==> src/rtl/operand_sequencer_if.sv <==
// Operand/result handshakes plus the engine button bus between the sequencer and its neighbours.
interface operand_sequencer_if #(
    parameter int W = 8
);
    logic         op_valid;
    logic         op_ready;
    logic [W-1:0] op_a;
    logic [W-1:0] op_b;
    logic         res_valid;
    logic         res_ready;
    logic [W-1:0] res_data;
    logic         Go;
    logic [W-1:0] DataIn;
    logic [W-1:0] DataResult;
    logic         ResultValid;

    // Upstream/downstream/engine side: everything around the sequencer
    modport master (
        output op_valid, op_a, op_b, res_ready, DataResult, ResultValid,
        input  op_ready, res_valid, res_data, Go, DataIn
    );

    modport slave (
        input  op_valid, op_a, op_b, res_ready, DataResult, ResultValid,
        output op_ready, res_valid, res_data, Go, DataIn
    );
endinterface

==> src/rtl/operand_sequencer.sv <==
// Front-end for the A*A+B engine: replays each (A, B) pair as two Go button presses,
// then waits for ResultValid (with a stall timeout) and hands the result downstream.
module operand_sequencer #(
    parameter int W           = 8,
    parameter int GO_HIGH_CYC = 1,
    parameter int GO_LOW_CYC  = 1,
    parameter int TIMEOUT     = 16
) (
    input  logic                 Clock,
    input  logic                 Resetn,
    operand_sequencer_if.slave   bus,
    output logic                 busy,
    output logic                 timeout_err,
    output logic [15:0]          job_count
);

    localparam int MAXP = (GO_HIGH_CYC > GO_LOW_CYC) ? GO_HIGH_CYC : GO_LOW_CYC;
    localparam int PW   = (MAXP > 2) ? $clog2(MAXP) : 1;
    localparam int TW   = $clog2(TIMEOUT);

    localparam logic [PW-1:0] HIGH_LOAD = PW'(GO_HIGH_CYC - 1);
    localparam logic [PW-1:0] LOW_LOAD  = PW'(GO_LOW_CYC - 1);
    localparam logic [TW-1:0] TLAST     = TW'(TIMEOUT - 1);

    typedef enum logic [2:0] {
        IDLE,
        A_PRESS,
        A_REL,
        B_PRESS,
        B_REL,
        WAIT_RES
    } state_t;

    state_t         state, state_d;
    logic [PW-1:0]  pcnt, pcnt_d;
    logic [TW-1:0]  tcnt, tcnt_d;
    logic [W-1:0]   a_q, b_q;
    logic [W-1:0]   data_q, data_d;
    logic [W-1:0]   res_data_q;
    logic           go_q, go_d;
    logic           res_valid_q, res_valid_d;
    logic           op_ready_q, op_ready_d;
    logic           busy_d;
    logic           take_op;
    logic           take_res;
    logic           hit_timeout;

    always_ff @(posedge Clock or negedge Resetn) begin
        if (!Resetn) begin
            state <= IDLE;
        end else begin
            state <= state_d;
        end
    end

    // One press-width counter is reloaded on every state entry; the timeout counter only runs in WAIT_RES
    always_comb begin
        state_d     = state;
        pcnt_d      = pcnt;
        tcnt_d      = tcnt;
        take_op     = 1'b0;
        take_res    = 1'b0;
        hit_timeout = 1'b0;
        case (state)
            IDLE: begin
                if (bus.op_valid && op_ready_q) begin
                    take_op = 1'b1;
                    state_d = A_PRESS;
                    pcnt_d  = HIGH_LOAD;
                end
            end
            A_PRESS: begin
                if (pcnt == '0) begin
                    state_d = A_REL;
                    pcnt_d  = LOW_LOAD;
                end else begin
                    pcnt_d = pcnt - 1'b1;
                end
            end
            A_REL: begin
                if (pcnt == '0) begin
                    state_d = B_PRESS;
                    pcnt_d  = HIGH_LOAD;
                end else begin
                    pcnt_d = pcnt - 1'b1;
                end
            end
            B_PRESS: begin
                if (pcnt == '0) begin
                    state_d = B_REL;
                    pcnt_d  = LOW_LOAD;
                end else begin
                    pcnt_d = pcnt - 1'b1;
                end
            end
            B_REL: begin
                if (pcnt == '0) begin
                    state_d = WAIT_RES;
                    tcnt_d  = '0;
                end else begin
                    pcnt_d = pcnt - 1'b1;
                end
            end
            WAIT_RES: begin
                if (bus.ResultValid) begin
                    take_res = 1'b1;
                    state_d  = IDLE;
                end else if (tcnt == TLAST) begin
                    hit_timeout = 1'b1;
                    state_d     = IDLE;
                end else begin
                    tcnt_d = tcnt + 1'b1;
                end
            end
            default: begin
                state_d = IDLE;
            end
        endcase

        // Outputs are registered, so they are derived from the state being entered
        go_d   = (state_d == A_PRESS) || (state_d == B_PRESS);
        data_d = data_q;
        case (state_d)
            A_PRESS:              data_d = take_op ? bus.op_a : a_q;
            A_REL, B_PRESS, B_REL: data_d = b_q;
            default:              data_d = data_q;
        endcase

        if (take_res) begin
            res_valid_d = 1'b1;
        end else if (res_valid_q && bus.res_ready) begin
            res_valid_d = 1'b0;
        end else begin
            res_valid_d = res_valid_q;
        end

        op_ready_d = (state_d == IDLE) && !res_valid_d;
        busy_d     = (state_d != IDLE);
    end

    always_ff @(posedge Clock or negedge Resetn) begin
        if (!Resetn) begin
            pcnt <= '0;
            tcnt <= '0;
        end else begin
            pcnt <= pcnt_d;
            tcnt <= tcnt_d;
        end
    end

    always_ff @(posedge Clock or negedge Resetn) begin
        if (!Resetn) begin
            a_q         <= '0;
            b_q         <= '0;
            res_data_q  <= '0;
            job_count   <= '0;
            timeout_err <= 1'b0;
        end else begin
            if (take_op) begin
                a_q <= bus.op_a;
                b_q <= bus.op_b;
            end
            if (take_res) begin
                res_data_q <= bus.DataResult;
                job_count  <= job_count + 16'd1;
            end
            if (hit_timeout) begin
                timeout_err <= 1'b1;
            end
        end
    end

    always_ff @(posedge Clock or negedge Resetn) begin
        if (!Resetn) begin
            go_q        <= 1'b0;
            data_q      <= '0;
            res_valid_q <= 1'b0;
            op_ready_q  <= 1'b1;
            busy        <= 1'b0;
        end else begin
            go_q        <= go_d;
            data_q      <= data_d;
            res_valid_q <= res_valid_d;
            op_ready_q  <= op_ready_d;
            busy        <= busy_d;
        end
    end

    assign bus.Go        = go_q;
    assign bus.DataIn    = data_q;
    assign bus.res_valid = res_valid_q;
    assign bus.res_data  = res_data_q;
    assign bus.op_ready  = op_ready_q;

endmodule

==> src/flat_wrapper.sv <==
// flat-port wrapper written by rule: the top's interface ports become plain ports
module operand_sequencer_flat 
#(
    parameter int W           = 8,
    parameter int GO_HIGH_CYC = 1,
    parameter int GO_LOW_CYC  = 1,
    parameter int TIMEOUT     = 16
)
  (Clock, Resetn, busy, timeout_err, job_count, bus_op_valid, bus_op_a, bus_op_b, bus_res_ready, bus_DataResult, bus_ResultValid, bus_op_ready, bus_res_valid, bus_res_data, bus_Go, bus_DataIn);
  operand_sequencer_if #(.W(W)) bus_i ();
  input  logic Clock;
  input  logic Resetn;
  output logic busy;
  output logic timeout_err;
  output logic [15:0] job_count;
  input wire logic [$bits(bus_i.op_valid)-1:0] bus_op_valid;
  input wire logic [$bits(bus_i.op_a)-1:0] bus_op_a;
  input wire logic [$bits(bus_i.op_b)-1:0] bus_op_b;
  input wire logic [$bits(bus_i.res_ready)-1:0] bus_res_ready;
  input wire logic [$bits(bus_i.DataResult)-1:0] bus_DataResult;
  input wire logic [$bits(bus_i.ResultValid)-1:0] bus_ResultValid;
  output wire logic [$bits(bus_i.op_ready)-1:0] bus_op_ready;
  output wire logic [$bits(bus_i.res_valid)-1:0] bus_res_valid;
  output wire logic [$bits(bus_i.res_data)-1:0] bus_res_data;
  output wire logic [$bits(bus_i.Go)-1:0] bus_Go;
  output wire logic [$bits(bus_i.DataIn)-1:0] bus_DataIn;
  assign bus_i.op_valid = bus_op_valid;
  assign bus_i.op_a = bus_op_a;
  assign bus_i.op_b = bus_op_b;
  assign bus_i.res_ready = bus_res_ready;
  assign bus_i.DataResult = bus_DataResult;
  assign bus_i.ResultValid = bus_ResultValid;
  assign bus_op_ready = bus_i.op_ready;
  assign bus_res_valid = bus_i.res_valid;
  assign bus_res_data = bus_i.res_data;
  assign bus_Go = bus_i.Go;
  assign bus_DataIn = bus_i.DataIn;
  operand_sequencer #(.W(W), .GO_HIGH_CYC(GO_HIGH_CYC), .GO_LOW_CYC(GO_LOW_CYC), .TIMEOUT(TIMEOUT)) u_core (.Clock(Clock), .Resetn(Resetn), .bus(bus_i), .busy(busy), .timeout_err(timeout_err), .job_count(job_count));
endmodule
==> config.mk <==
export PLATFORM = sky130hd
export DESIGN_NAME = operand_sequencer_flat
export DESIGN_NICKNAME = d
export VERILOG_FILES = /design/src/rtl/operand_sequencer_if.sv /design/src/rtl/operand_sequencer.sv /design/src/flat_wrapper.sv
export SDC_FILE = /design/constraint.sdc
export NUM_CORES = 1
export LEC_CHECK = 0
export CORE_MARGIN = 1
export CORE_UTILIZATION = 46
export CTS_CLUSTER_SIZE = 24
export DETAILED_ROUTE_END_ITERATION = 10
export GPL_TIMING_DRIVEN = 0
export PLACE_DENSITY = 0.89
export SLEW_MARGIN = 10
export SYNTH_ARGS = -nofsm -noshare
export SYNTH_HDL_FRONTEND = slang
export SYNTH_SLANG_ARGS = --single-unit
==> constraint.sdc <==
create_clock -name Clock -period 2.7 [get_ports Clock]
set_clock_uncertainty 0.2 [all_clocks]
set_input_delay 0.405 -clock Clock [delete_from_list [all_inputs] [get_ports Clock]]
set_output_delay 0.405 -clock Clock [all_outputs]
set_load 0.01 [all_outputs]
=== Word-level counts from Yosys, hierarchy flattened ===
Cells that the tools add are included.

* Reductions and logical operators: 15
* Magnitude comparators: 0
* Divide/modulo/power cells: 0
* Eq/ne operators: 14
* Add/subtract/negate cells: 3
* Bitwise gates (word level): 0
* Shift-type cells: 0
* Multipliers: 0
* Multiplexer cells: 26

{| class="wikitable"
|+ Operators by type and width
! operator !! number
|-
| two-way mux 3 bit || 7
|-
| one-hot mux 3 bit (6 select lines) || 1
|-
| adder 16 x 1 -> 16 bit, second input constant || 1
|-
| one-hot mux 8 bit (2 select lines) || 1
|-
| equality test 3 x 2 -> 1 bit, second input constant || 4
|-
| two-way mux 4 bit || 3
|-
| two-way mux 1 bit || 11
|-
| equality test 3 bit, second input constant || 3
|-
| two-way mux 8 bit || 1
|-
| one-hot mux 4 bit (2 select lines) || 1
|-
| equality test 3 x 1 -> 1 bit, second input constant || 2
|-
| logical NOT 3 bit || 2
|-
| inequality test 2 bit, second input constant || 3
|-
| nonzero test 2 bit || 3
|-
| adder 4 x 1 -> 4 bit, second input constant || 1
|-
| equality test 4 bit, second input constant || 1
|-
| AND reduction 4 bit || 1
|-
| OR reduction 4 bit || 1
|-
| logical AND 1 bit || 3
|-
| nonzero test 3 bit || 1
|-
| OR reduction 3 bit || 1
|-
| inequality test 2 x 1 -> 1 bit, second input constant || 1
|-
| one-hot mux 1 bit (2 select lines) || 1
|-
| AND reduction 2 bit || 1
|-
| other kinds (3) || 3
|}

* Bits of input ports: 29
* Output and inout port bits: 37
* Memory bits (writable): 0
* Register bits after elaboration: 61
* Memories kept: 0
* Word-level logic and storage cells: 71
* Bits in latches: 0
* Memory bits (read-only): 0

=== Logic depth before layout (Yosys ltp) ===
Gate-level depths: netlist of the first run.

* Depth after elaboration: 7
* Mapped depth: 6
* Gate-level depth less buffers: 5

=== Worst setup path after synthesis of the first run ===
No wires, ideal clock.

* Path type: reg2reg
* Start: register u_core.state[1]
* End: register u_core.b_q[0]
* Stages on the path, launching flop included: 6
* Library setup time: 0.125 ns
* Path slack: 0.865 ns
* Arrival: 1.510 ns
* Clock period less this slack: 1.835 ns
* Cell sequence: dfrtp_1 > or2_1 > buf_6 > nor3_4 > buf_6 > mux2_2

* Longest elaborated chain between the ends: 2

{| class="wikitable"
|+ Ends and longest elaborated chain
! item !! line !! source
|-
| from (decl) || operand_sequencer.sv:34 || <nowiki>state_t state, state_d;</nowiki>
|-
| from (signal assigned) || operand_sequencer.sv:52 || <nowiki>state <= state_d;</nowiki>
|-
| logical NOT 3 bit || operand_sequencer.sv:64 || <nowiki>case (state)</nowiki>
|-
| two-way mux 1 bit || operand_sequencer.sv:64 ||
|-
| to (signal assigned) || operand_sequencer.sv:161 || <nowiki>b_q <= bus.op_b;</nowiki>
|-
| to (decl) || operand_sequencer.sv:37 || <nowiki>logic [W-1:0] a_q, b_q;</nowiki>
|}

Every way passes these cells.
A chain may end at the register's enable or synchronous reset.

=== Final worst setup path of the first run ===
* Start: register u_core.op_ready_q (netlist: u_core.bus.op_ready)
* End: output bus_op_ready

{| class="wikitable"
|+ RTL lines
! item !! line !! source
|-
| from (decl) || operand_sequencer.sv:42 || <nowiki>logic op_ready_q, op_ready_d;</nowiki>
|-
| from (signal assigned) || operand_sequencer.sv:184 || <nowiki>op_ready_q <= op_ready_d;</nowiki>
|-
| to (decl) || flat_wrapper.sv:22 || <nowiki>output wire logic [$bits(bus_i.op_ready)-1:0] bus_op_ready;</nowiki>
|}

No word-level cell between the ends.

==> results of run 1 <==
## stage by stage
| step | hold slack, ps | std cells |
|---|---|---|
| 3_3_place_gp | 259.7 | 327 |
| 2_1_floorplan | -90.59 | 195 |
| 6_report | 282.4 | 337 |
| 3_5_place_dp | 159.8 | 328 |
| 5_1_grt | 296.5 | 337 |
| 4_1_cts | 286.3 | 337 |
## placed cells by master, fill, tap and decap left out, types with 4 or more instances in the layout
| cell | instances |
|---|---|
| a21oi_1 | 7 |
| a221o_1 | 6 |
| and2_1 | 6 |
| clkbuf_8 | 5 |
| clkdlybuf4s50_1 | 64 |
| dfrtp_1 | 51 |
| inv_1 | 4 |
| mux2_2 | 9 |
| nand2_1 | 32 |
| nand3_1 | 9 |
| nand4_1 | 5 |
| nor2_1 | 8 |
| xnor2_1 | 13 |
## final cells by class
cell class,count,area [um^2],area share
sequential,52,1303,0.4164
multi-input combinational,131,880.8,0.2816
timing repair buffer,67,675.6,0.2160
tap,67,83.83,0.02680
clock buffer,5,68.82,0.02200
buffer,8,58.81,0.01880
clock inverter,3,42.54,0.01360
inverter,4,15.01,0.004800
## cell families after synthesis
| family | count (synthesis) | share of synthesized area |
|---|---|---|
| AOI/OAI and AO/OA | 26 | 0.08759 |
| xor gates and xnor gates | 16 | 0.06209 |
| adders and majority gates | 2 | 0.01108 |
| buffers and inverters | 12 | 0.03270 |
| DFF | 52 | 0.5771 |
| muxes | 9 | 0.04490 |
| and+or+nand+nor | 78 | 0.1846 |
## repair_timing
| item | 4_1_cts | 5_1_grt |
|---|---|---|
| hold buffers | 1 | 0 |
| hold endpoints to repair | 16 | 0 |
| resized for setup | 0 | 0 |
## power breakdown
group          internal [uW]  total, uW  switching [uW]  leakage (uW)
combinational            630       1100             472      0.000665
clock                    274        521             247     0.0000541
sequential              1040       1220             180      0.000663
## flip-flops by register name (all words and copies together) (netlist names)
register and count:
u_core.bus.Go 1, u_core.bus.res_data 8, u_core.timeout_err 1, u_core.state 3, u_core.bus.op_ready 1, u_core.b_q 8
u_core.bus.DataIn 8, u_core.tcnt 4, u_core.bus.res_valid 1, u_core.busy 1, u_core.job_count 16
## how the worst max path moves through the flow
| stage | start | to | slack (ps) | cells past startpoint |
|---|---|---|---|---|
| 6_report | u_core.bus.op_ready$_DFF_PN1_ | bus_op_ready | 690 | 1 |
| 2_1_floorplan | u_core.state[1]$_DFF_PN0_ | u_core.b_q[0]$_DFFE_PN0P_ | 870 | 5 |
| 3_3_place_gp | Resetn | u_core.job_count[7]$_DFFE_PN0P_ | -470 | 1 |
| 4_1_cts | u_core.bus.op_ready$_DFF_PN1_ | bus_op_ready | 670 | 1 |
| 5_1_grt | u_core.state[1]$_DFF_PN0_ | u_core.b_q[7]$_DFFE_PN0P_ | 630 | 5 |
| 3_5_place_dp | bus_op_valid | u_core.b_q[4]$_DFFE_PN0P_ | 480 | 5 |
## metal layers
layer  GRT usage  vias up
met4     0.07843        0
met1      0.2433      864
met2      0.3386       48
met3     0.03333        9
li1            -      825
met5           0        -
==> results.toml, run 1 <==
[clock_network]
cts_tree = "done"
clock_latency_ps = 300
htree_levels = 2
cts_sinks = 52
post_cts_buffers = 0
clockBufferDepth = 2
cts_buffers = 5
clkTransAtPathRegs_ps = 90
cts-root-buf = "clkbuf_8"

[sta]
rsz0062_at_grt = "no"
drv_slew = 0
max_slew_margin = 0.7088
min_period_ps = 2014
min_period_over_period = 0.7458
finalHoldViolations = 0
worst_slack_ps = 686.2
setup_viol_count_final = 0
max_freq_mhz = 496.6
finalSetupTns_ps = 0
worstMarginPinSlew_ps = 436.8

[final_layout]
final.fill_count = 367
antenna_cells = 0
fin_area_um2 = 3128
drive_gt1_frac = 0.1222
nets = 300
syn_to_final_growth_pct = 38.58
utilization = 0.6623

[route]
drc_errors = 0
first_iter_violations = 98
wl_mm = 4.577
met3_length_um = 147
drt-met1-wl_mm = 1.978
antenna_left = 0
wl_per_cell_um = 13.58
vias = 1746
firstDrtPassIters = 4
highest_layer = "met4"
met2_length_mm = 2.367
via_per_inst = 5.181

[power_and_ir_drop]
p_per_area_nw_per_um2 = 910.0
leakagePower_uw = 0.001382
power_uw = 2847
vdd_drop_max_mv = 0.4756

[placed_design]
dp_hpwl_mm = 3.404
pre_cts_ws_ps = 477.3
placed_cell_area_um2 = 3007
gp_congestion = 0.7892
port_buffers = 65

[critical_path]
rr_endpoint = "u_core.b_q[4]$_DFFE_PN0P_"
slowest_delay_ps = 560
reg2reg_from = "u_core.state[1]$_DFF_PN0_"
end_kind = "output port"
r2r_slack_ps = 720
critPathRequiredTime_ps = 2100
crit_path_cell_trace = "clkdlybuf4s50_1"
r2r_cells = 5
worst-path-buf-inv = 1
worst-setup-path-type = "flip-flop to output port"
critPathSlowestCell = "dfstp_2"
startpoint_type = "flip-flop"
crit_family = "flip-flops"
arrival_ps = 1410
cp_max_fo = 3

[floorplanning]
ios = 66
die_area_um2 = 5191
dieWidth_um = 72.05
floorplan.rows = 25
die_h_um = 72.05
start_util = 0.4779
core_um2 = 4723

[yosys]
synth_edf_count = 0
ys_seq_elements = 52
ys_seq_area_frac = 0.5771
yosys-top-cells-area = "dfrtp_1, nand2_1, xnor2_1, mux2_2, a221o_1"
syn-num-nets = 226
synth_cell_types = 38
synthesis.area_um2 = 2257
synth_top_cell_area_share = 0.5654
synth_top_cell_by_area = "dfrtp_1"
async_flop_share = 1.000
ys_warn_count = 0
yosysMostFrequentCell = "dfrtp_1"
synth_commonest_cells = "dfrtp_1, nand2_1, xnor2_1"
synthFlopType = "dfrtp_1"
postSynthCellCount = 195
avgSynthCellArea_um2 = 11.58

[global_route]
grtUsageTotal = 0.1950
overflow = 0
antenna_found_initial = 0
grt_max_degree = 37
grt_pass1_wl_mm = 7.886
grt_pass1_vias = 1778

[min_path]
hold_path_class = "flip-flop to flip-flop"
holdCritStartpoint = "u_core.bus.res_data[6]$_DFFE_PN0P_"
min_path_cells = 2
holdPathEnd = "u_core.bus.res_data[6]$_DFFE_PN0P_"

[outcome]
status = "completed"

[run]
drv_cap = 0
Power figures use the tool's default switching activity.
==> run 2, diff against run 1 <==
--- a/config.mk
+++ b/config.mk
@@ -6,11 +6,11 @@
 export NUM_CORES = 1
 export LEC_CHECK = 0
 export CORE_MARGIN = 1
-export CORE_UTILIZATION = 46
+export CORE_UTILIZATION = 42
 export CTS_CLUSTER_SIZE = 24
 export DETAILED_ROUTE_END_ITERATION = 10
 export GPL_TIMING_DRIVEN = 0
-export PLACE_DENSITY = 0.89
+export PLACE_DENSITY = 0.86
 export SLEW_MARGIN = 10
 export SYNTH_ARGS = -nofsm -noshare
 export SYNTH_HDL_FRONTEND = slang
==> constraint.sdc (replaced) <==
create_clock -name Clock -period 1.6 [get_ports Clock]
set_clock_uncertainty 0.2 [all_clocks]
set_input_delay 0.24 -clock Clock [delete_from_list [all_inputs] [get_ports Clock]]
set_output_delay 0.24 -clock Clock [all_outputs]
set_load 0.01 [all_outputs]
==> run 2 against run 1 <==
- hold slack got worse by 31 ps
- routed wire length increased by 23%
- global-route usage increased by 0.42 points
- die area increased by 9.3%
- clock power increased by 73%
- highest routed layer unchanged
- the flow now finishes with violations (negative setup slack)
- register-to-register slack got worse by 860 ps
- non-clock buffer count increased by 42
- largest power group is now combinational logic
==> results.toml, run 2 (same netlist as run 1, synthesis figures left out) <==
[clock_network]
clkTransAtPathRegs_ps = 100
clockBufferDepth = 2
clock_latency_ps = 300
cts-root-buf = "clkbuf_8"
cts_buffers = 5
cts_sinks = 52
cts_tree = "done"
htree_levels = 2

[final_layout]
final_cell_mix = "dfrtp_1, dlygate4sd2_1, buf_4"
drive_gt1_frac = 0.3301
largest_reg_flops = 16
regMostFlops = "u_core.job_count"
stdcell_count = 382
syn_to_final_growth_pct = 60.14
layout_commonest_cell = "dfrtp_1"
fin_area_um2 = 3615
antenna_cells = 0
nets = 342
final.fill_count = 395

[power_and_ir_drop]
vdd_drop_max_mv = 1.105
leakagePower_uw = 0.001821
p_per_area_nw_per_um2 = 1495

[critical_path]
crit_path_cell_trace = "nand2_4, nor3_4, buf_12, buf_8, mux2_4"
startpoint_type = "flip-flop"
rr_endpoint = "u_core.b_q[1]$_DFFE_PN0P_"
slowest_delay_ps = 590
arrival_ps = 1730
r2r_slack_ps = -140
crit_family = "flip-flops"
worst-path-buf-inv = 2
r2r_cells = 5
critPathRequiredTime_ps = 1600
worst-setup-path-type = "flip-flop to flip-flop"
critPathSlowestCell = "dfstp_2"
cp_max_fo = 6
end_kind = "flip-flop"
reg2reg_from = "u_core.bus.op_ready$_DFF_PN1_"

[run]
drv_cap = 0

[min_path]
holdCritStartpoint = "bus_DataResult[7]"
holdPathEnd = "u_core.bus.res_data[7]$_DFFE_PN0P_"
hold_path_class = "input port to flip-flop"
min_path_cells = 3

[global_route]
grt_max_degree = 28
grtUsageTotal = 0.1991
grt_pass1_vias = 1909
grt.busiest_layer = "met2"
overflow = 0
gr-usage-met1 = 0.2326
grt_pass1_wl_mm = 8.466
grt_use_met3 = 0.04762
antenna_found_initial = 0
met2_usage = 0.3641

[route]
antenna_left = 0
via_per_inst = 4.971
first_iter_violations = 54
wl_mm = 5.641
wl_per_cell_um = 14.77
vias = 1899
drc_errors = 0
firstDrtPassIters = 4

[placed_design]
gp_congestion = 0.7680
dp_hpwl_mm = 3.493
dp_cells = 331
placed_cell_area_um2 = 3029
port_buffers = 65

[sta]
max_slew_margin = 0.5955
min_period_over_period = 1.085
worstMarginPinSlew_ps = 606.8
max_freq_mhz = 576.1
min_period_ps = 1736
setup_viol_count_final = 27
rsz0062_at_grt = "yes"
drv_slew = 0
finalHoldViolations = 0
worst_slack_ps = -135.8

[floorplanning]
ios = 66
die_area_um2 = 5672
die_h_um = 75.31
dieWidth_um = 75.31
start_util = 0.4391
core_um2 = 5140
floorplan.rows = 26

[outcome]
violations = "negative setup slack"
status = "finished, violations left"
run 2: worst min-delay path, delay by kind of cell:
kind / cells / cell delay [ps]
buffers and inverters: 1 / 390
and+or+nand+nor: 2 / 90
run 2: where the power goes:
group          switching (uW)  leakage (uW)  internal [uW]
Clock                     435     0.0000541            463
Sequential                271      0.000658           1760
Combinational            1050       0.00111           1420
run 2: stage by stage:
stage                     setup slack (ps)  hold WS, ps  power (uW)  utilization  setup TNS (ps)
after floorplan                     -234.9       -255.6        3137            -           -2499
after global placement               -1384        252.8        3913       0.5864          -84410
after detailed placement            -459.7        82.45        4006       0.5893          -13190
after CTS                           -237.2        253.2        5120       0.6704           -3554
after global routing                -170.6        276.6        5716       0.7033           -3818
final                               -135.8        251.6        5404       0.7033           -2072
run 2: metal layers:
layer,share of wire,wire [um]
met2,0.55,3084
met3,0.051,289
met4,0.0071,40
met5,0,0
met1,0.39,2227
run 2: what timing repair did:
action,4_1_cts,5_1_grt
buffers inserted,29,13
cloned,1,1
hold endpoints to repair,25,0
setup endpoints to repair,74,43
hold buffers,1,0
gates resized for setup,68,26
pin swaps,15,13
run 2: worst max path at each step:
stage	slack (ps)	cells after the start	startpoint	end
final	-140	5	u_core.bus.op_ready$_DFF_PN1_	u_core.b_q[1]$_DFFE_PN0P_
after global routing	-170	5	u_core.bus.op_ready$_DFF_PN1_	u_core.b_q[1]$_DFFE_PN0P_
after CTS	-240	6	u_core.state[1]$_DFF_PN0_	u_core.b_q[1]$_DFFE_PN0P_
after detailed placement	-460	5	bus_ResultValid	u_core.job_count[9]$_DFFE_PN0P_
after global placement	-1380	1	Resetn	u_core.tcnt[1]$_DFFE_PN0P_
after floorplan	-230	5	u_core.state[1]$_DFF_PN0_	u_core.b_q[0]$_DFFE_PN0P_
run 2: area by class of cell:
type	instances	area, um^2	share of cell area
Clock inverter	3	42.54	0.01177
Sequential cell	52	1306	0.3614
Timing Repair Buffer	111	999.7	0.2766
Tap cell	70	87.58	0.02423
Buffer	6	61.31	0.01696
Inverter	4	15.01	0.004154
Multi-Input combinational cell	131	1033	0.2859
Clock buffer	5	68.82	0.01904
